[config.mk]
export PLATFORM = sky130hd
export DESIGN_NAME = ram_pixel_processor
export DESIGN_NICKNAME = d
export VERILOG_FILES = /design/src/rtl/ram_pixel_processor_pkg.sv /design/src/rtl/ram_pixel_processor_alu.sv /design/src/rtl/ram_pixel_processor.sv
export SDC_FILE = /design/constraint.sdc
export NUM_CORES = 1
export LEC_CHECK = 0
export ABC_AREA = 1
export BUFFER_PORTS_ARGS = -buffer_cell sky130_fd_sc_hd__clkbuf_2
export CAP_MARGIN = 25
export CORE_AREA = 2 2 62 64
export CTS_CLUSTER_SIZE = 12
export DETAILED_ROUTE_END_ITERATION = 6
export DIE_AREA = 0 0 64 66
export GPL_TIMING_DRIVEN = 0
export PLACE_DENSITY = 0.83
export SYNTH_ARGS = -nofsm -noshare
export SYNTH_HDL_FRONTEND = slang
export SYNTH_HIERARCHICAL = 1
export SYNTH_SLANG_ARGS = --single-unit
[constraint.sdc]
create_clock -name clk -period 2.45 [get_ports clk]
set_input_delay 0.245 -clock clk [delete_from_list [all_inputs] [get_ports clk]]
set_output_delay 0.245 -clock clk [all_outputs]
set_load 0.03 [all_outputs]
[src/rtl/ram_pixel_processor_pkg.sv]
// Shared types for the pixel block RAM post-processing stage.
// Op encodings, FSM states and default widths.
package ram_pixel_processor_pkg;

   localparam int DEF_ADDR_W = 3;
   localparam int DEF_DATA_W = 8;

   typedef enum logic [1:0] {
      OP_PASS = 2'b00,
      OP_INV  = 2'b01,
      OP_ADD  = 2'b10,
      OP_THR  = 2'b11
   } op_t;

   typedef enum logic [2:0] {
      S_IDLE = 3'd0,
      S_RD   = 3'd1,
      S_CAP  = 3'd2,
      S_WR   = 3'd3,
      S_DONE = 3'd4
   } state_t;

endpackage

[src/rtl/ram_pixel_processor_alu.sv]
// pixel_op_alu: combinational point operation on one pixel.
// Shared by later image stages.
module pixel_op_alu
   import ram_pixel_processor_pkg::*;
#(
   parameter int DATA_W = DEF_DATA_W
) (
   input  logic [DATA_W-1:0] p,
   input  logic [1:0]        op,
   input  logic [DATA_W-1:0] operand,
   output logic [DATA_W-1:0] result
);

   logic [DATA_W:0] sum;

   always_comb begin
      sum    = {1'b0, p} + {1'b0, operand};
      result = p;
      unique case (op)
         OP_PASS: result = p;
         OP_INV:  result = ~p;
         OP_ADD:  result = sum[DATA_W] ? '1 : sum[DATA_W-1:0];
         OP_THR:  result = (p >= operand) ? '1 : '0;
         default: result = p;
      endcase
   end

endmodule

[src/rtl/ram_pixel_processor.sv]
// In-place read/modify/write walk over the pixel block RAM.
// Define PIXEL_MAX_EN to add the max_pixel output.
module ram_pixel_processor
   import ram_pixel_processor_pkg::*;
#(
   parameter int ADDR_W = DEF_ADDR_W,
   parameter int DATA_W = DEF_DATA_W
) (
   input  logic              clk,
   input  logic              rst,
   input  logic              start,
   input  logic [1:0]        op,
   input  logic [DATA_W-1:0] operand,
   input  logic              clear_req,
   output logic              busy,
   output logic              done,
   output logic [ADDR_W-1:0] ram_addr,
   output logic              ram_rw,
   output logic              ram_clear,
   output logic [DATA_W-1:0] ram_wdata,
`ifdef PIXEL_MAX_EN
   output logic [DATA_W-1:0] max_pixel,
`endif
   input  logic [DATA_W-1:0] ram_rdata
);

   localparam int DEPTH = 2 ** ADDR_W;
   localparam logic [ADDR_W-1:0] LAST_ADDR = ADDR_W'(DEPTH - 1);

   state_t            state;
   op_t               op_q;
   logic [DATA_W-1:0] operand_q;
   logic [DATA_W-1:0] result;
   logic              rw_q;

   pixel_op_alu #(.DATA_W(DATA_W)) u_alu (
      .p       (ram_rdata),
      .op      (op_q),
      .operand (operand_q),
      .result  (result)
   );

   // rst masks a pending write combinationally so an abort lands no pixel
   assign ram_rw = rw_q & ~rst;

   always_ff @(posedge clk) begin
      if (rst) begin
         state     <= S_IDLE;
         busy      <= 1'b0;
         done      <= 1'b0;
         ram_addr  <= '0;
         rw_q      <= 1'b0;
         ram_clear <= 1'b0;
         ram_wdata <= '0;
         op_q      <= OP_PASS;
         operand_q <= '0;
`ifdef PIXEL_MAX_EN
         max_pixel <= '0;
`endif
      end else begin
         done      <= 1'b0;
         ram_clear <= 1'b0;
         unique case (state)
            S_IDLE: begin
               if (start) begin
                  op_q      <= op_t'(op);
                  operand_q <= operand;
                  ram_addr  <= '0;
                  rw_q      <= 1'b0;
                  busy      <= 1'b1;
                  state     <= S_RD;
`ifdef PIXEL_MAX_EN
                  max_pixel <= '0;
`endif
               end else if (clear_req) begin
                  ram_clear <= 1'b1;
               end
            end
            S_RD: state <= S_CAP;
            S_CAP: begin
               ram_wdata <= result;
               rw_q      <= 1'b1;
               state     <= S_WR;
            end
            S_WR: begin
               rw_q <= 1'b0;
`ifdef PIXEL_MAX_EN
               if (ram_wdata > max_pixel)
                  max_pixel <= ram_wdata;
`endif
               if (ram_addr == LAST_ADDR) begin
                  busy  <= 1'b0;
                  done  <= 1'b1;
                  state <= S_DONE;
               end else begin
                  ram_addr <= ram_addr + 1'b1;
                  state    <= S_RD;
               end
            end
            S_DONE: state <= S_IDLE;
            default: begin
               busy  <= 1'b0;
               rw_q  <= 1'b0;
               state <= S_IDLE;
            end
         endcase
      end
   end

endmodule

==> reports/qor.yml <==
syn_area_mm2: 0.001894
hold_depth: 3
grt.total_usage_pct: 21.12
drt-initial-drc-count: 77
drv_slew: 0
setup_tns_ns: 0
timing.hold.ws_ns: 0.08484
insertion_delay_ns: 0.34
drive_gt1_share_pct: 21.63
yosysWarnings: 6
die_h_um: 66
dp_hpwl_um: 3181
cp.required_ns: 2.70
arrival_ns: 2.28
dpl_cell_area_mm2: 0.002130
cts_made_buffers: 3
postLayoutCoreUtil_pct: 61.45
drt-total-wl_um: 3916
p_leak_nw: 1.131
grt_pass1_wl_um: 6989
syn_inst: 280
numClockSinks: 28
synth.distinct_cells: 29
diodes: 0
wl_per_cell_um: 10.67
synth_compound_area_share_pct: 12.95
clock_path_buffers: 2
synth-simple-area-share_pct: 31.51
cp_max_fo: 8
ys_seq_area_share_pct: 29.59
synth_top_family_by_area: "simple AND/OR/NAND/NOR gates"
synth_xor_area_share_pct: 1.387
fillers: 335
multi_input_area_mm2: 0.001114
tritoncts: "built"
syn_nets: 321
worstMarginPinSlew_ns: 0.5269
io_pins: 37
switching_power_w: 0.0004430
nets: 361
ir_worst_vdd_v: 0.0003936
regArea_um2: 560.5
synth_fa_ha_area_share_pct: 12.95
endpoint_kind: "register"
status: "complete, no violations"
startpoint_type: "register"
reg2regPathDepth: 12
drc: 0
grt_start_max_net_pins: 17
p_int_w: 0.0008221
antenna_found_initial: 0
gp_congestion: 0.8601
clock.fmax_mhz: 494.6
skew_ns: 0.01179
crit_type: "reg -> reg"
drv_cap: 0
cts.hold.buffers_added: 0
root_buffer: "clkbuf_4"
overflow: 0
period_needed_ns: 2.022
finalHoldViolCount: 0
pwr-share-comb_pct: 34.3
stdcell_area_mm2: 0.002182
synthMuxAreaShare_pct: 0
firstDrtPassIters: 4
rsz0062_at_grt: "false"
placedCellCount: 363
ctsResizeCount: 0
gr-max-usage-layer: "met2"
start_util_pct: 53.35
io_buffers: 35
setup_violations: 0
use_met3_pct: 3.237
fp.dieArea_mm2: 0.004224
grt_use_met1_pct: 23.15
slew-limit-headroom_pct: 64.74
final_cells: 367
power_density_mw_per_mm2: 579.7
die-width_um: 64
sw_frac_of_total_pct: 35.02
pwr-share-clk_pct: 23.9
power_frac_seq_pct: 41.8
via_count: 1783
use_met2_pct: 40.23
postCtsSetupBuffers: 0
cts.reportedPaths.clkPinSlew_ns: 0.15
min_path_type: "in -> reg"
std_cell_rows: 22
fin_crit_sh_pct: 82.53
viasPerCell: 4.858
drtAntennaViolNets: 0
coreArea_mm2: 0.003551
cts_max_level: 1
area_growth_pct: 15.19
grt_pass1_vias: 1706
synth-seq-cells: 28
avgSynthCellArea_um2: 6.765
## synth_stat cells
library cell / count / area, um2
nand3_2: 2 / 20.02
nor2_1: 35 / 131.4
nand2_2: 6 / 37.54
nand3_4: 1 / 17.52
nand2_1: 59 / 221.5
buf_2: 4 / 20.02
nand4_2: 1 / 12.51
dfxtp_1: 28 / 560.5
nor3_1: 2 / 10.01
nand3_1: 11 / 55.05
a211oi_2: 1 / 12.51
inv_1: 43 / 161.4
o21bai_1: 1 / 7.510
clkbuf_2: 1 / 5.000
a21oi_2: 1 / 8.760
buf_6: 1 / 11.26
nor2_4: 2 / 22.52
inv_2: 6 / 22.52
o21ai_1: 7 / 35.03
o21a_1: 1 / 7.510
and2_1: 1 / 6.260
nand4_1: 7 / 43.79
ha_1: 18 / 225.2
a21oi_1: 21 / 105.1
o21ai_2: 1 / 8.760
o21ai_0: 12 / 60.06
xor2_1: 3 / 26.28
nor2_2: 3 / 18.77
fa_1: 1 / 20.02
## critical path, cell delays in order (launching register included)
cell,delay [ns]
dfxtp_1,0.35
ha_1,0.22
fa_1,0.42
nand2_2,0.10
nand2_2,0.06
nand2_2,0.08
nor2_2,0.05
nor2_4,0.19
nand2_1,0.08
nand2_1,0.06
nand4_1,0.08
o21ai_0,0.19
nor2_1,0.06
## power groups by stage
stage	combinational [W]	sequential (W)	clock, W
2_1_floorplan	0.000298	0.000567	0
3_3_place_gp	0.000424	0.000537	0
3_5_place_dp	0.000432	0.000539	0
4_1_cts	0.000436	0.000530	0.000308
5_1_grt	0.000500	0.000535	0.000328
6_report	0.000433	0.000529	0.000303
## cells in the final DEF (no fill, tap or decap), drive strengths merged
| cell | n |
|---|---|
| nand2 | 65 |
| inv | 49 |
| nor2 | 40 |
| clkbuf | 39 |
| dfxtp | 28 |
| a21oi | 22 |
| o21ai | 20 |
| ha | 18 |
| nand3 | 14 |
| nand4 | 8 |
| buf | 5 |
| xor2 | 3 |
| nor3 | 2 |
| a211oi | 1 |
| bufinv | 1 |
| o21bai | 1 |
| o21a | 1 |
| and2 | 1 |
| fa | 1 |
## flip-flops by register name, summed over array words and instances, names as in the netlist
register and cells:
ram_addr 3, state 3, op_q 2, busy 1, ram_wdata 8, rw_q 1, done 1, operand_q 8
ram_clear 1
## per-layer routing
metal  vias to the layer above  wire length, um
met3                         5              143
met1                       789             1721
met2                        29             1994
li1                        960                -
met5                         -                0
met4                         0               56
## worst paths after layout
kind                start  slack [ns]      endpoint
max          operand_q[0]        0.43  ram_wdata[1]
min             clear_req        0.08     ram_clear
max reg2reg  operand_q[0]        0.43  ram_wdata[1]
min reg2reg  operand_q[0]        0.48  operand_q[0]
## cell families (layout without fill, tap and decap cells)
| group | Yosys count | in the layout |
|---|---|---|
| simple gates | 130 | 130 |
| buf+inv | 55 | 94 |
| compound gates | 45 | 45 |
| flops | 28 | 28 |
| fa+ha+maj | 19 | 19 |
| xor+xnor | 3 | 3 |
## layout make-up
class	instances	share of cell area (%)
plain buffers	6	1.663
multi-input cells	197	51.03
clock buffers	3	1.032
flip-flops and latches	28	25.69
inverters	49	8.429
repair buffers	35	8.028
well taps	48	2.752
clock inverters	1	1.376
## per-stage QoR
stage | worst slack, ns | total power, W
floorplan | 0.5906 | 0.0008651
global placement | 0.4128 | 0.0009603
detailed placement | 0.4017 | 0.0009710
CTS | 0.4156 | 0.001274
global route | 0.2326 | 0.001364
finish | 0.4280 | 0.001265
Power figures use the tool's default switching activity.
